`src/rtl/ham_pkg.sv`:
```
// ham_pkg -- shared definitions for the SECDED Hamming decoder.
//
// Contents:
//   err_class_t   : classification of a received word (CLEAN, SINGLE, DOUBLE)
//   calc_r        : number of Hamming parity bits R for a given data width
//   calc_code_w   : full codeword width (data + Hamming parity + overall parity)
//   is_pow2       : true for positions that hold Hamming parity bits
//   data_index    : maps a codeword position to its data bit index
//   syn_mask      : positions (>= 1) that feed syndrome bit k
//
// Codeword layout: bit 0 is the overall parity, positions 2^k hold Hamming
// parity, all other positions carry data bits in ascending order.
package ham_pkg;

    typedef enum logic [1:0] {
        CLEAN  = 2'd0,
        SINGLE = 2'd1,
        DOUBLE = 2'd2
    } err_class_t;

    // Smallest R with 2^R >= DATA_W + R + 1.
    function automatic int calc_r(input int data_w);
        int r;
        r = 1;
        while ((1 << r) < data_w + r + 1) begin
            r++;
        end
        return r;
    endfunction

    function automatic int calc_code_w(input int data_w);
        return data_w + calc_r(data_w) + 1;
    endfunction

    function automatic bit is_pow2(input int p);
        return (p > 0) && ((p & (p - 1)) == 0);
    endfunction

    // Data index of a non-power-of-two position: the number of data
    // positions that precede it.
    function automatic int data_index(input int pos);
        int idx;
        idx = 0;
        for (int q = 1; q < pos; q++) begin
            if (!is_pow2(q)) begin
                idx++;
            end
        end
        return idx;
    endfunction

    // 64 bits covers the widest codeword (DATA_W=57 -> 64 bits).
    function automatic logic [63:0] syn_mask(input int k);
        logic [63:0] m;
        m = '0;
        for (int p = 1; p < 64; p++) begin
            m[p] = (((p >> k) & 1) == 1);
        end
        return m;
    endfunction

endpackage

```
`src/rtl/ham_syndrome.sv`:
```
// ham_syndrome -- combinational syndrome and overall-parity check.
//
// Ports:
//   code        in  CODE_W  codeword to check
//   parity_type in  1       0 = even, 1 = odd parity
//   syn         out R       syndrome; nonzero points at a flipped position
//   chk         out 1       overall parity check (1 = odd number of flips)
module ham_syndrome
    import ham_pkg::*;
#(
    parameter int CODE_W = 16,
    parameter int R      = 4
) (
    input  logic [CODE_W-1:0] code,
    input  logic              parity_type,
    output logic [R-1:0]      syn,
    output logic              chk
);

    genvar gi;
    generate
        for (gi = 0; gi < R; gi++) begin : g_syn
            localparam logic [63:0] MASK64 = syn_mask(gi);
            assign syn[gi] = parity_type ^ (^(code & MASK64[CODE_W-1:0]));
        end
    endgenerate

    assign chk = parity_type ^ (^code);

endmodule

```
`src/rtl/hamming_secded_decoder.sv`:
```
// hamming_secded_decoder -- two-stage pipelined SECDED Hamming decoder.
//
// Stage 1 registers the codeword with its syndrome and overall parity;
// stage 2 registers the corrected data and error flags. Valid/ready
// handshakes on both sides; one word per cycle when out_ready is high.
//
// Ports:
//   clk, rst_n              clock, synchronous active-low reset
//   parity_type             0 = even, 1 = odd (sampled with in_valid)
//   in_valid/in_ready       input handshake, code_in = received codeword
//   out_valid/out_ready     output handshake
//   data_out                corrected (or, on double error, raw) data
//   err_single/err_double   corrected single error / uncorrectable error
//   err_pos                 corrected position, 0 when not a single error
//   cnt_clr, cnt_single,    error counters, present only when the macro
//   cnt_double              HAM_ERR_CNT_EN is defined
module hamming_secded_decoder
    import ham_pkg::*;
#(
    parameter int  DATA_W = 11,
    parameter int  CNT_W  = 16,
    localparam int R      = calc_r(DATA_W),
    localparam int CODE_W = calc_code_w(DATA_W)
) (
    input  logic              clk,
    input  logic              rst_n,
    input  logic              parity_type,
    input  logic              in_valid,
    output logic              in_ready,
    input  logic [CODE_W-1:0] code_in,
    output logic              out_valid,
    input  logic              out_ready,
    output logic [DATA_W-1:0] data_out,
    output logic              err_single,
    output logic              err_double,
    output logic [R:0]        err_pos
`ifdef HAM_ERR_CNT_EN
    ,
    input  logic              cnt_clr,
    output logic [CNT_W-1:0]  cnt_single,
    output logic [CNT_W-1:0]  cnt_double
`endif
);

    logic s1_ready, s2_ready;
    logic [R-1:0] syn;
    logic chk;

    logic              s1_valid_q, s1_valid_d;
    logic [CODE_W-1:0] s1_code_q, s1_code_d;
    logic [R-1:0]      s1_syn_q, s1_syn_d;
    logic              s1_chk_q, s1_chk_d;

    logic              s2_valid_q, s2_valid_d;
    logic [DATA_W-1:0] data_q, data_d;
    logic              err_single_q, err_single_d;
    logic              err_double_q, err_double_d;
    logic [R:0]        err_pos_q, err_pos_d;

    err_class_t        cls;
    logic [R:0]        syn_ext;
    logic [CODE_W-1:0] flip_mask;
    logic [CODE_W-1:0] fixed_code;
    logic [DATA_W-1:0] data_fix;
    logic              unused_sink;

    ham_syndrome #(
        .CODE_W (CODE_W),
        .R      (R)
    ) u_syndrome (
        .code        (code_in),
        .parity_type (parity_type),
        .syn         (syn),
        .chk         (chk)
    );

    // A stage may load when it is empty or its content leaves this cycle.
    assign s2_ready = !s2_valid_q || out_ready;
    assign s1_ready = !s1_valid_q || s2_ready;
    assign in_ready = s1_ready;

    always_comb begin
        s1_valid_d = s1_valid_q;
        s1_code_d  = s1_code_q;
        s1_syn_d   = s1_syn_q;
        s1_chk_d   = s1_chk_q;
        if (s1_ready) begin
            s1_valid_d = in_valid;
            if (in_valid) begin
                s1_code_d = code_in;
                s1_syn_d  = syn;
                s1_chk_d  = chk;
            end
        end
    end

    // Odd overall parity with a syndrome beyond the codeword cannot be a
    // single flip, so it is reported as uncorrectable and left untouched.
    always_comb begin
        syn_ext = {1'b0, s1_syn_q};
        if (!s1_chk_q) begin
            cls = (s1_syn_q == '0) ? CLEAN : DOUBLE;
        end else if (syn_ext < (R+1)'(CODE_W)) begin
            cls = SINGLE;
        end else begin
            cls = DOUBLE;
        end
        flip_mask  = CODE_W'(cls == SINGLE) << s1_syn_q;
        fixed_code = s1_code_q ^ flip_mask;
    end

    genvar gi;
    generate
        for (gi = 1; gi < CODE_W; gi++) begin : g_data
            if (!is_pow2(gi)) begin : g_map
                assign data_fix[data_index(gi)] = fixed_code[gi];
            end
        end
    endgenerate

    // Parity positions of the corrected word are intentionally dropped.
    assign unused_sink = (^fixed_code) ^ (CNT_W > 0);

    always_comb begin
        s2_valid_d   = s2_valid_q;
        data_d       = data_q;
        err_single_d = err_single_q;
        err_double_d = err_double_q;
        err_pos_d    = err_pos_q;
        if (s2_ready) begin
            s2_valid_d = s1_valid_q;
            if (s1_valid_q) begin
                data_d       = data_fix;
                err_single_d = (cls == SINGLE);
                err_double_d = (cls == DOUBLE);
                err_pos_d    = (cls == SINGLE) ? syn_ext : '0;
            end
        end
    end

    always_ff @(posedge clk) begin
        if (!rst_n) begin
            s1_valid_q   <= 1'b0;
            s1_code_q    <= '0;
            s1_syn_q     <= '0;
            s1_chk_q     <= 1'b0;
            s2_valid_q   <= 1'b0;
            data_q       <= '0;
            err_single_q <= 1'b0;
            err_double_q <= 1'b0;
            err_pos_q    <= '0;
        end else begin
            s1_valid_q   <= s1_valid_d;
            s1_code_q    <= s1_code_d;
            s1_syn_q     <= s1_syn_d;
            s1_chk_q     <= s1_chk_d;
            s2_valid_q   <= s2_valid_d;
            data_q       <= data_d;
            err_single_q <= err_single_d;
            err_double_q <= err_double_d;
            err_pos_q    <= err_pos_d;
        end
    end

    assign out_valid  = s2_valid_q;
    assign data_out   = data_q;
    assign err_single = err_single_q;
    assign err_double = err_double_q;
    assign err_pos    = err_pos_q;

`ifdef HAM_ERR_CNT_EN
    logic [CNT_W-1:0] cnt_single_q, cnt_single_d;
    logic [CNT_W-1:0] cnt_double_q, cnt_double_d;
    logic             out_fire;

    assign out_fire = s2_valid_q && out_ready;

    // Clear wins over increment; counters stick at all-ones.
    always_comb begin
        cnt_single_d = cnt_single_q;
        cnt_double_d = cnt_double_q;
        if (cnt_clr) begin
            cnt_single_d = '0;
            cnt_double_d = '0;
        end else begin
            if (out_fire && err_single_q && (cnt_single_q != '1)) begin
                cnt_single_d = cnt_single_q + 1'b1;
            end
            if (out_fire && err_double_q && (cnt_double_q != '1)) begin
                cnt_double_d = cnt_double_q + 1'b1;
            end
        end
    end

    always_ff @(posedge clk) begin
        if (!rst_n) begin
            cnt_single_q <= '0;
            cnt_double_q <= '0;
        end else begin
            cnt_single_q <= cnt_single_d;
            cnt_double_q <= cnt_double_d;
        end
    end

    assign cnt_single = cnt_single_q;
    assign cnt_double = cnt_double_q;
`endif

endmodule
```
`config.mk`:
```
export PLATFORM = sky130hd
export DESIGN_NAME = hamming_secded_decoder
export DESIGN_NICKNAME = d
export VERILOG_FILES = /design/src/rtl/ham_pkg.sv /design/src/rtl/ham_syndrome.sv /design/src/rtl/hamming_secded_decoder.sv
export SDC_FILE = /design/constraint.sdc
export NUM_CORES = 1
export LEC_CHECK = 0
export BUFFER_PORTS_ARGS = -buffer_cell sky130_fd_sc_hd__buf_2
export CORE_UTILIZATION = 35
export CTS_BUF_LIST = sky130_fd_sc_hd__clkbuf_16
export DETAILED_ROUTE_END_ITERATION = 7
export HOLD_SLACK_MARGIN = 0.03
export PLACE_DENSITY = 0.56
export SYNTH_ARGS = -nofsm -noshare
export SYNTH_HDL_FRONTEND = slang
export SYNTH_HIERARCHICAL = 1
export SYNTH_SLANG_ARGS = --single-unit
```
`constraint.sdc`:
```
create_clock -name clk -period 2.6 [get_ports clk]
set_input_delay 0.78 -clock clk [delete_from_list [all_inputs] [get_ports clk]]
set_output_delay 0.78 -clock clk [all_outputs]
set_load 0.05 [all_outputs]
```
; ---- After elaboration in Yosys (flattened, before gate mapping)
; Index checks and enable logic that the tools add are counted.
[classes]
eq_ne = 2
n_shift = 1
n_reduce_logical = 12
bitwise = 6
n_mux = 3
[op_table]
columns = operator, count
row1 = $reduce_xor A16 Y1, 5
row2 = $shl A1 B4 Y16, 1
row3 = $xor A16 B16 Y16, 1
row4 = $xor A1 B1 Y1, 5
row5 = $logic_not A4 Y1, 1
row6 = $mux W2, 2
row7 = $mux W4, 1
row8 = $reduce_and A2 Y1, 2
row9 = $eq A2 B1 Y1 const B, 1
row10 = $eq A2 B2 Y1 const B, 1
row11 = $logic_not A1 Y1, 2
row12 = $logic_or A1 B1 Y1, 2
[totals]
register_bits = 41
out_inout_bits = 20
in_bits = 21
elab_cells = 33

; ---- Logic depth before layout (Yosys ltp)
[depth]
ltp_word = 6
mapped_depth = 6
depth_no_buf = 6

; ---- Modules after synthesis
; The synthesis kept the hierarchy.
[modules_own_cells]
columns = module, n_inst, area_each_um2, cells_per_inst, seq_area_each_um2
row1 = hamming_secded_decoder, 1, 1612.8, 180, 700.7
row2 = ham_syndrome, 1, 272.8, 27, 0.0

; ---- Worst setup path before layout
; No wires, ideal clock.
[synth_path]
kind = input to output
from = in out_ready
to = out in_ready
t_arrival_ps = 1547
path_stages = 2
setup_slack_ps = 273
cell_sequence = nand3b_1 > clkbuf_1
[synth_via]
elab_chain_len = 2
[synth_lines]
columns = element, line_no
row1 = start: declaration, hamming_secded_decoder.sv:32  ; input logic out_ready,
row2 = $logic_or A1 B1 Y1, hamming_secded_decoder.sv:78  ; assign s2_ready = !s2_valid_q || out_ready;
row3 = $logic_or A1 B1 Y1, hamming_secded_decoder.sv:79  ; assign s1_ready = !s1_valid_q || s2_ready;
row4 = end: declaration, hamming_secded_decoder.sv:29  ; output logic in_ready,
; Every way passes these cells.

; ---- Worst setup path after layout
; Ends and elaborated chain as after synthesis.

==> results.toml <==
[run_status]
status = "finished, final reports clean"

[timing]
layout_min_cycle_time_ns = 2.13
fin_crit_sh_pct = 81.9
finClkSkew_ns = 0.00292
max-slew-margin-rel_pct = 57.0
fmax_mhz = 470
setup_viol = 0
fin_setup_tns_ns = 0
worstMarginPinSlew_ns = 0.645
hold_viol = 0
slew_violations = 0
grt_setup_unrepaired = "no"

[cts]
cts_resized = 0
clkLatencyLatePin_ns = 0.28
cts_buffers = 5
holdBufCountCts = 0
cts-htree-levels = 2
clockBufferDepth = 2
tritoncts = "built"
cts_root_buf = "clkbuf_16"
cts_setup_buffers = 0
clock_sinks = 35
clk_pin_slew_ns = 0.05

[synth]
synth_fp_nets = 228
yosysSeqAreaShare_pct = 37.2
synth_edf_count = 0
async_flop_share_pct = 0
avgSynthCellArea_um2 = 9.11
synth_largest_area_cell = "dfxtp_1"
syn_inst = 207
ys_warn_count = 6
synth_top_area_share_pct = 37.2
yosys.cell_types.count = 35
synth-main-ff-cell = "dfxtp_1"
ys_seq_elements = 35
syn_area_um2 = 1890
yosys-top-cells-area = "dfxtp_1, xnor2_1, o21a_1, a21boi_0, a21oi_1"

[worst_setup_path]
worstPathMaxFanout = 3
cpPeakStageDelay_ns = 0.25
rrSetupSlack_ns = 1.00
crit-reg2reg-launch = "s1_chk_q$_SDFFE_PN0P_"
worstSetupPathType = "primary input to output port"
path_buf_inv = 2
reg2reg_depth = 3
r2r-end = "data_out[0]$_SDFFE_PN0P_"
critPathCaptureType = "output port"
worstPathRequired_ns = 1.82
crit_chain = "buf_2 -> nand3b_1 -> buf_2"
critPathSlowestCell = "buf_2"
cp_common_cell = "buf_2"
cp_top_family = "buffers and inverters"
start_kind = "primary input"
cp_data_arrival_time_ns = 1.35

[layout]
n_antenna_cell = 0
fillerInstances = 552
fin_util_pct = 44.1
drive_above_1_share_pct = 24.0
final_nets = 263
area_growth_pct = 20.3

[global_route]
grt_pass1_vias = 1364
gr-usage-all-layers_pct = 16.2
grt-ovfl-total = 0
antenna_found_initial = 0
grt_first_pass_wirelength_mm = 6.82
grt_max_degree = 34

[hold_path]
hp-class = "flip-flop to flip-flop"
worstHoldStart = "err_pos[2]$_SDFFE_PN0P_"
hold_depth = 2
hold_path_end = "err_pos[2]$_SDFFE_PN0P_"

[floorplan]
chipHeight_um = 75.4
dieArea_um2 = 5690
io_pins = 41
start_util_pct = 36.7
fp-row-count = 26
core-area_um2 = 5140
fp.dieW_um = 75.4

[drt]
first_iter_violations = 77
finalWirelength_mm = 4.21
wl_per_cell_um = 13.5
drc_errors = 0
routed_via_density = 5.00
ant_nets = 0
first_pass_iters = 4
num_vias = 1559

[pwr]
ir_drop_mv = 0.258
power_density_nw_per_um2 = 687
leakage_nw = 0.882

[place]
place_hpwl_mm = 3.03
port_buffers = 39
gp_congestion = 0.728

[run]
max-cap-violations = 0
-- flip-flops by register name (all words and copies together), names as in the netlist --
name        count
err_single      1
err_pos         4
s1_valid_q      1
s1_code_q      11
out_valid       1
data_out       11
err_double      1
s1_syn_q        4
s1_chk_q        1
-- synth_stat cells, types with 3 or more instances --
library cell  number
buf_2              3
xor2_1             4
dfxtp_1           35
nand4_1            5
a21boi_0          15
nand2b_1           3
o21a_1            16
xnor2_1           19
o21ai_0           15
a21oi_1           20
clkbuf_1          10
and3_1            16
or3_1              9
a311oi_1          11
-- per-layer routing --
| metal | vias to the layer above | track usage, % | wire [um] |
|---|---|---|---|
| li1 | 826 | - | - |
| met1 | 683 | 23.6 | 2180 |
| met2 | 43 | 22.2 | 1730 |
| met3 | 7 | 4.50 | 243 |
| met4 | 0 | 6.38 | 55 |
| met5 | - | 0 | 0 |
-- cell usage in the layout, fill, tap and decap left out, types with 2 or more instances in the layout --
master / instances
buf_2: 39
dfxtp_1: 35
a21oi_1: 20
xnor2_1: 19
and3_1: 16
o21a_1: 16
o21ai_0: 15
a21boi_0: 15
a311oi_1: 11
or3_1: 9
nand4_1: 5
clkbuf_16: 5
buf_4: 5
xor2_1: 4
nand2b_1: 3
nand3b_1: 2
inv_1: 2
nor2_1: 2
clkinv_1: 2
xnor2_2: 2
-- kinds of logic (layout without fill, tap and decap cells) --
group,Yosys count,in the layout,share of synthesized area [%]
other cells,1,1,0.199
xor+xnor,27,27,14.5
compound gates,79,79,27.6
simple gates,45,45,16.0
flops,35,35,37.2
buf+inv,20,55,4.58
-- tightest hold or removal path: cells and delay by family (launching register included) --
family | cells | cell delay (ns)
compound gates | 2 | 0.12
flops | 1 | 0.30
-- where the power goes --
group          leakage (nW)  internal [mW]  total (mW)  switching (mW)
clock                0.0671          0.344       0.551           0.207
sequential            0.287          0.580       0.636          0.0564
combinational         0.527          0.168       0.372           0.204
-- layout make-up --
type / instances / area, um^2 / share of cell area (%)
Clock buffer: 5 / 125 / 5.52
Timing Repair Buffer: 44 / 233 / 10.3
Inverter: 4 / 15.0 / 0.662
Multi-Input combinational cell: 152 / 1100 / 48.4
Sequential cell: 35 / 701 / 30.9
Clock inverter: 2 / 8.76 / 0.386
Tap cell: 70 / 87.6 / 3.86
-- metrics by stage --
step	cell area, um^2	worst slack (ns)	total power [mW]	cells	hold slack, ns
6_report	2270	0.471	1.56	312	0.469
5_1_grt	2270	0.431	1.64	312	0.488
4_1_cts	2270	0.444	1.58	312	0.471
3_5_place_dp	2130	0.260	1.02	305	0.464
3_3_place_gp	2130	0.286	1.02	305	0.458
2_1_floorplan	1890	0.273	0.933	207	0.471
-- how the worst max path moves through the flow --
| stage | cells past startpoint | to | from | slack [ns] |
|---|---|---|---|---|
| 4_1_cts | 3 | in_ready | out_ready | 0.44 |
| 3_5_place_dp | 7 | s1_chk_q$_SDFFE_PN0P_ | parity_type | 0.26 |
| 3_3_place_gp | 7 | s1_chk_q$_SDFFE_PN0P_ | parity_type | 0.29 |
| 5_1_grt | 3 | in_ready | out_ready | 0.43 |
| 6_report | 3 | in_ready | out_ready | 0.47 |
| 2_1_floorplan | 2 | in_ready | out_ready | 0.27 |
Note: power is estimated with default switching activity, not from simulation.
